[src/rtl/paralelo_serial_tx.sv]
// Transmit side of the 2-bit serial link: trains with comma words after reset, then
// serializes buffered 8-bit words MSB pair first, filling idle slots with the comma word.
module paralelo_serial_tx #(
  parameter int unsigned TRAIN_WORDS = 4,
  parameter logic [7:0]  COMMA       = 8'hBC
) (
  input  logic       clk16,
  input  logic       reset16,
  input  logic [7:0] in_data,
  input  logic       in_valid,
  output logic       in_ready,
  output logic [1:0] serial,
  output logic       link_up,
  output logic       word_start,
  output logic       data_word,
  output logic       err_comma
);

  localparam int unsigned WORD_W  = 8;
  localparam int unsigned PHASE_W = 2;
  localparam int unsigned CNT_W   = (TRAIN_WORDS > 1) ? $clog2(TRAIN_WORDS) : 1;

  typedef enum logic {TRAIN, RUN} state_t;

  state_t              state, state_n;
  logic [WORD_W-1:0]   shreg, shreg_n;
  logic [PHASE_W-1:0]  phase, phase_n;
  logic [WORD_W-1:0]   word_buf, word_buf_n;
  logic                buf_full, buf_full_n;
  logic [CNT_W-1:0]    train_cnt, train_cnt_n;
  logic                data_word_n;
  logic                err_comma_n;
  logic                accept;

  assign serial = shreg[7:6];

  // Next-state: shift within a word, pick the next word at the boundary, capture accepts.
  always_comb begin
    state_n     = state;
    shreg_n     = shreg;
    phase_n     = phase;
    word_buf_n  = word_buf;
    buf_full_n  = buf_full;
    train_cnt_n = train_cnt;
    data_word_n = data_word;
    accept      = in_valid & ~buf_full;

    if (phase == PHASE_W'(3)) begin
      phase_n = '0;
      if (state == TRAIN && train_cnt != CNT_W'(TRAIN_WORDS - 1)) begin
        shreg_n     = COMMA;
        train_cnt_n = train_cnt + CNT_W'(1);
        data_word_n = 1'b0;
      end else begin
        // Last training word rolls straight into RUN, so the first RUN word may be data.
        state_n = RUN;
        if (buf_full) begin
          shreg_n     = word_buf;
          buf_full_n  = 1'b0;
          data_word_n = 1'b1;
        end else begin
          shreg_n     = COMMA;
          data_word_n = 1'b0;
        end
      end
    end else begin
      shreg_n = {shreg[5:0], 2'b00};
      phase_n = phase + PHASE_W'(1);
    end

    if (accept) begin
      word_buf_n = in_data;
      buf_full_n = 1'b1;
    end

    err_comma_n = accept && (in_data == COMMA);
  end

  // State and output registers.
  always_ff @(posedge clk16) begin
    if (reset16) begin
      state      <= TRAIN;
      shreg      <= COMMA;
      phase      <= '0;
      word_buf   <= '0;
      buf_full   <= 1'b0;
      train_cnt  <= '0;
      data_word  <= 1'b0;
      err_comma  <= 1'b0;
      in_ready   <= 1'b1;
      link_up    <= 1'b0;
      word_start <= 1'b1;
    end else begin
      state      <= state_n;
      shreg      <= shreg_n;
      phase      <= phase_n;
      word_buf   <= word_buf_n;
      buf_full   <= buf_full_n;
      train_cnt  <= train_cnt_n;
      data_word  <= data_word_n;
      err_comma  <= err_comma_n;
      in_ready   <= ~buf_full_n;
      link_up    <= (state_n == RUN);
      word_start <= (phase_n == '0);
    end
  end

endmodule

[config.mk]
export PLATFORM = sky130hd
export DESIGN_NAME = paralelo_serial_tx
export DESIGN_NICKNAME = d
export VERILOG_FILES = /design/src/rtl/paralelo_serial_tx.sv
export SDC_FILE = /design/constraint.sdc
export NUM_CORES = 1
export LEC_CHECK = 0
export CAP_MARGIN = 25
export CORE_MARGIN = 4
export CORE_UTILIZATION = 45
export DETAILED_ROUTE_END_ITERATION = 7
export PLACE_DENSITY_LB_ADDON = 0.3
export SYNTH_ARGS = -nofsm -noshare
export SYNTH_HDL_FRONTEND = slang
export SYNTH_SLANG_ARGS = --single-unit
export TNS_END_PERCENT = 5
[constraint.sdc]
create_clock -name clk16 -period 2.01 [get_ports clk16]
set_clock_uncertainty 0.2 [all_clocks]
set_input_delay 0.3015 -clock clk16 [delete_from_list [all_inputs] [get_ports clk16]]
set_output_delay 0.3015 -clock clk16 [all_outputs]
set_load 0.02 [all_outputs]
== After elaboration in Yosys (flattened, before gate mapping) ==
Index checks and enable logic that the tools add are counted.
Storage, ports and cells
  flip-flop bits (word level): 26
  input port bits: 11
Cells by class
  muxes and demuxes: 9
  reduce and logical (&&, ||, !) cells: 6
  equal/unequal tests: 3
  add/sub/neg operators: 2
  bitwise operators: 6
Operator list (number)
  two-way mux 8 bit: 3
  equality test 8 bit (second input constant): 1
  two-way mux 1 bit: 5
  inverter 1 bit: 5
  adder 2 x 1 -> 2 bit (second input constant): 2
  AND reduction 2 bit: 2
  OR reduction 4 bit: 1
  equality test 2 bit (second input constant): 1
  logical AND 1 bit: 2
  zero test 2 bit: 1
  two-way mux 2 bit: 1
  != test 2 bit (second input constant): 1
  bitwise AND 1 bit: 1

== Depth between registers and ports, before layout ==
  word-level depth: 6
  gate-level depth with buffers: 5

== Least setup slack after synthesis ==
OpenSTA, ideal clock, no wires.
  path kind: register to register
  from: register train_cnt[0]
  to: register shreg[2]
  data arrival time: 1.230 ns
  buffers on the path: 1
  required time: 1.693 ns
  setup slack: 0.463 ns
  stages on the path, launching flop included: 6
  path through: dfxtp_1 -> ha_1 -> o21ai_1 -> or3b_1 -> buf_6 -> o22a_1
Between the ends
  word-level cells in the longest chain between the ends: 4
Ends and longest elaborated chain
  start: declaration: line 30  | logic [CNT_W-1:0] train_cnt, train_cnt_n;
  start signal: assignment: line 99  | train_cnt <= train_cnt_n;
  != test 2 bit: line 50  | if (state == TRAIN && train_cnt != CNT_W'(TRAIN_WORDS - 1)) begin
  logical AND 1 bit: line 50
  two-way mux 8 bit: line 50
  two-way mux 8 bit: line 48  | if (phase == PHASE_W'(3)) begin
  end signal: assignment: line 95  | shreg <= shreg_n;
  end: declaration: line 26  | logic [WORD_W-1:0] shreg, shreg_n;
Every way passes these cells.
A chain may end at the register's enable or synchronous reset.

==> key figures <==
Setup path
  – Worst path max stage delay: 620 ps
  – Crit path capture type: primary output
  – CP bufs+invs: 1
  – Type of the worst setup path: flip-flop to primary output
  – Req. time, crit path: roughly 1500 ps
  – CP startpoint kind: flip-flop
  – CP delay by family, top: buffers and inverters
  – Worst path arrival time: 1330 ps
  – Worst path cell trace: clkdlybuf4s50_1
  – Slowest-stage cell, CP: clkdlybuf4s50_1
  – CP Max Fanout: 4

Timing
  – Unrepaired setup endpoints after global routing: no
  – Setup TNS: 0 ps
  – Post-route minimum period: 1840 ps
  – Actual slew at the worst max-slew pin: 365 ps
  – Setup-failing EPs final: 0
  – Slew HR: approximately three quarters
  – Final Cycle Share: 91.3%
  – Final Hold Viols: 0
  – Pins Over Slew Limit: 0
  – Fmax achieved: 545 MHz

Route
  – Via count: roughly 660
  – Drt pass-1 iters: 4
  – Routed wire per std cell: 11.0 µm
  – DRC errors left: 0
  – Vias per Instance: 4.86
  – Initial drt markers: 6
  – Remaining antenna violation count: 0
  – Total Wirelength: 1.50 mm

Synth
  – Synth Flop Type: dfxtp_1
  – Synthesized netlist cell count: 93
  – Sequential share of the synthesized area: 58.6%
  – Seq cells post-synth: 26
  – Most frequent cell after synthesis: dfxtp_1
  – Post-synth top area cell: dfxtp_1
  – Mapped Area: around 890 µm²
  – Share of flip-flops with an asynchronous set or reset: 0%
  – Synthesized Nets: 106
  – Post-synth top cells: 26 x dfxtp_1, 19 x nand2_1, 10 x a21oi_1
  – EDFF count, synth: 0
  – Dominant cells by area after synthesis: dfxtp_1 59%, nand2_1 8.0%, a21oi_1 5.6%
  – Cell variety after synth: 22
  – Top-area cell type share of the netlist area: between 50% and 60%
  – Post-synthesis average cell area: around 9.6 µm²
  – YS warnings: 0

Layout
  – FF+latch area: between 500 and 600 µm²
  – FILL cells: 157
  – Final net count: 125
  – Fin cells: between 100 and 150
  – Area Growth Syn to Fin: 26.8%
  – Share of cells above drive strength 1: 7.21%
  – Multi-input logic area: 314 µm²
  – ANT cells: 0
  – Cell area after layout: 1130 µm²

Global routing
  – Total GRT Usage: 12.8%
  – First-pass GRT wire length: 2.59 mm
  – Antenna violations before repair: 0
  – Largest net degree at the start of global routing: 16
  – Global route total overflow: 0
  – Vias in the first global route: 644

Place
  – Port bufs: 17
  – Cell total after placement: 132
  – DP Wirelength: 1.18 mm
  – Dpl cell area: between 1000 and 1500 µm²
  – RePlAce Congestion: approximately 0.74

Floorplanning
  – Initial Utilization: 49.3%
  – IO Pins: 18
  – Die ar.: 2750 µm²
  – Die Ht: 52.4 µm
  – Die W: 52.4 µm
  – FP Rows: 15
  – Core area: between 1500 and 2000 µm²

CTS
  – CTS tree: done
  – Total CTS buffers: 3
  – H-Tree Depth: 1
  – Clock tree root buffer cell: clkbuf_4
  – Worst-path clk slew: 130 ps
  – CTS sink cnt: 26
  – # hold bufs at CTS: 0
  – Clk_lat worst skew: 310 ps
  – # Post-CTS Setup Buffers: 0
  – # resized after CTS: 0
  – Longest Clk Path Bufs: 2

Power and ir drop
  – Pwr/cell area: 898 nW/µm²
  – Pleak: 0.000440 µW
  – Tot Pwr: a little over 1000 µW
  – Peak supply drop: 0.00100 V

Outcome
  – Status: completed

Worst hold path
  – Worst Hold Class: flip-flop to flip-flop

Run
  – Max cap viols: 0
flip-flops by register name (all words and copies together) (netlist names):
signal      cells
buf_full        1
shreg           8
word_buf        8
data_word       1
state           1
in_ready        1
train_cnt       2
word_start      1
err_comma       1
phase           2
kinds of logic after synthesis:
kind of cell	Yosys count	synth area share, %
XOR/XNOR	1	0.986
flip-flops	26	58.6
AO/OA/AOI/OAI	17	11.7
AND/OR/NAND/NOR	36	18.7
adder cells (fa/ha/maj)	2	2.82
multiplexers	1	1.13
buffers and inverters	10	6.06
path summary, 6_finish.rpt:
path | from | depth (start not counted) | end | slack (ps)
max | state | 1 | link_up | 170
min | phase[0] | 1 | phase[0] | 230
max reg2reg | phase[0] | 4 | shreg[4] | 310
min reg2reg | phase[0] | 1 | phase[0] | 230
area by class of cell:
type | count | area share [%]
Clock buffer | 3 | 2.00
Clock inverter | 1 | 2.67
Tap cell | 25 | 2.78
Sequential cell | 26 | 46.2
Multi-Input combinational cell | 57 | 27.9
Inverter | 4 | 1.33
Timing Repair Buffer | 20 | 17.1
report_power, final:
part | switching [µW] | internal (µW)
sequential | 12.2 | 546
combinational | 49.1 | 57.5
clock | 145 | 202
total | 206 | 805
routing by layer:
layer	wire (µm)	GRT usage [%]
met5	0	0
met2	743	22.7
met4	12	1.28
met1	650	14.7
met3	93	5.41
layout by cell type, fill, tap and decap left out:
cell / n
buf_4: 3
nand4b_1: 1
nor3_1: 1
nor2_1: 8
dfxtp_1: 26
nor3b_1: 1
bufinv_16: 1
nand2_1: 19
inv_1: 4
o21ai_1: 2
or3b_1: 1
or2_2: 1
nand2b_1: 1
a21oi_1: 10
clkbuf_4: 3
xnor2_1: 1
mux2i_1: 1
or4b_1: 1
ha_1: 2
nor2b_1: 2
clkdlybuf4s50_1: 17
o22a_1: 5
worst reg2reg max path, cell delays in order, from the launching register on:
cell and delay [ps]:
dfxtp_1 360, ha_1 210, o21ai_1 110, or3b_1 510, o22a_1 230
metrics by stage:
stage	setup WS, ps	hold slack [ps]	util [%]
floorplan	463	171	-
global placement	174	220	59.6
detailed placement	139	217	59.6
CTS	165	236	62.5
global route	110	269	62.5
finish	175	234	62.5
No activity file was read; power rests on OpenSTA's default activity.
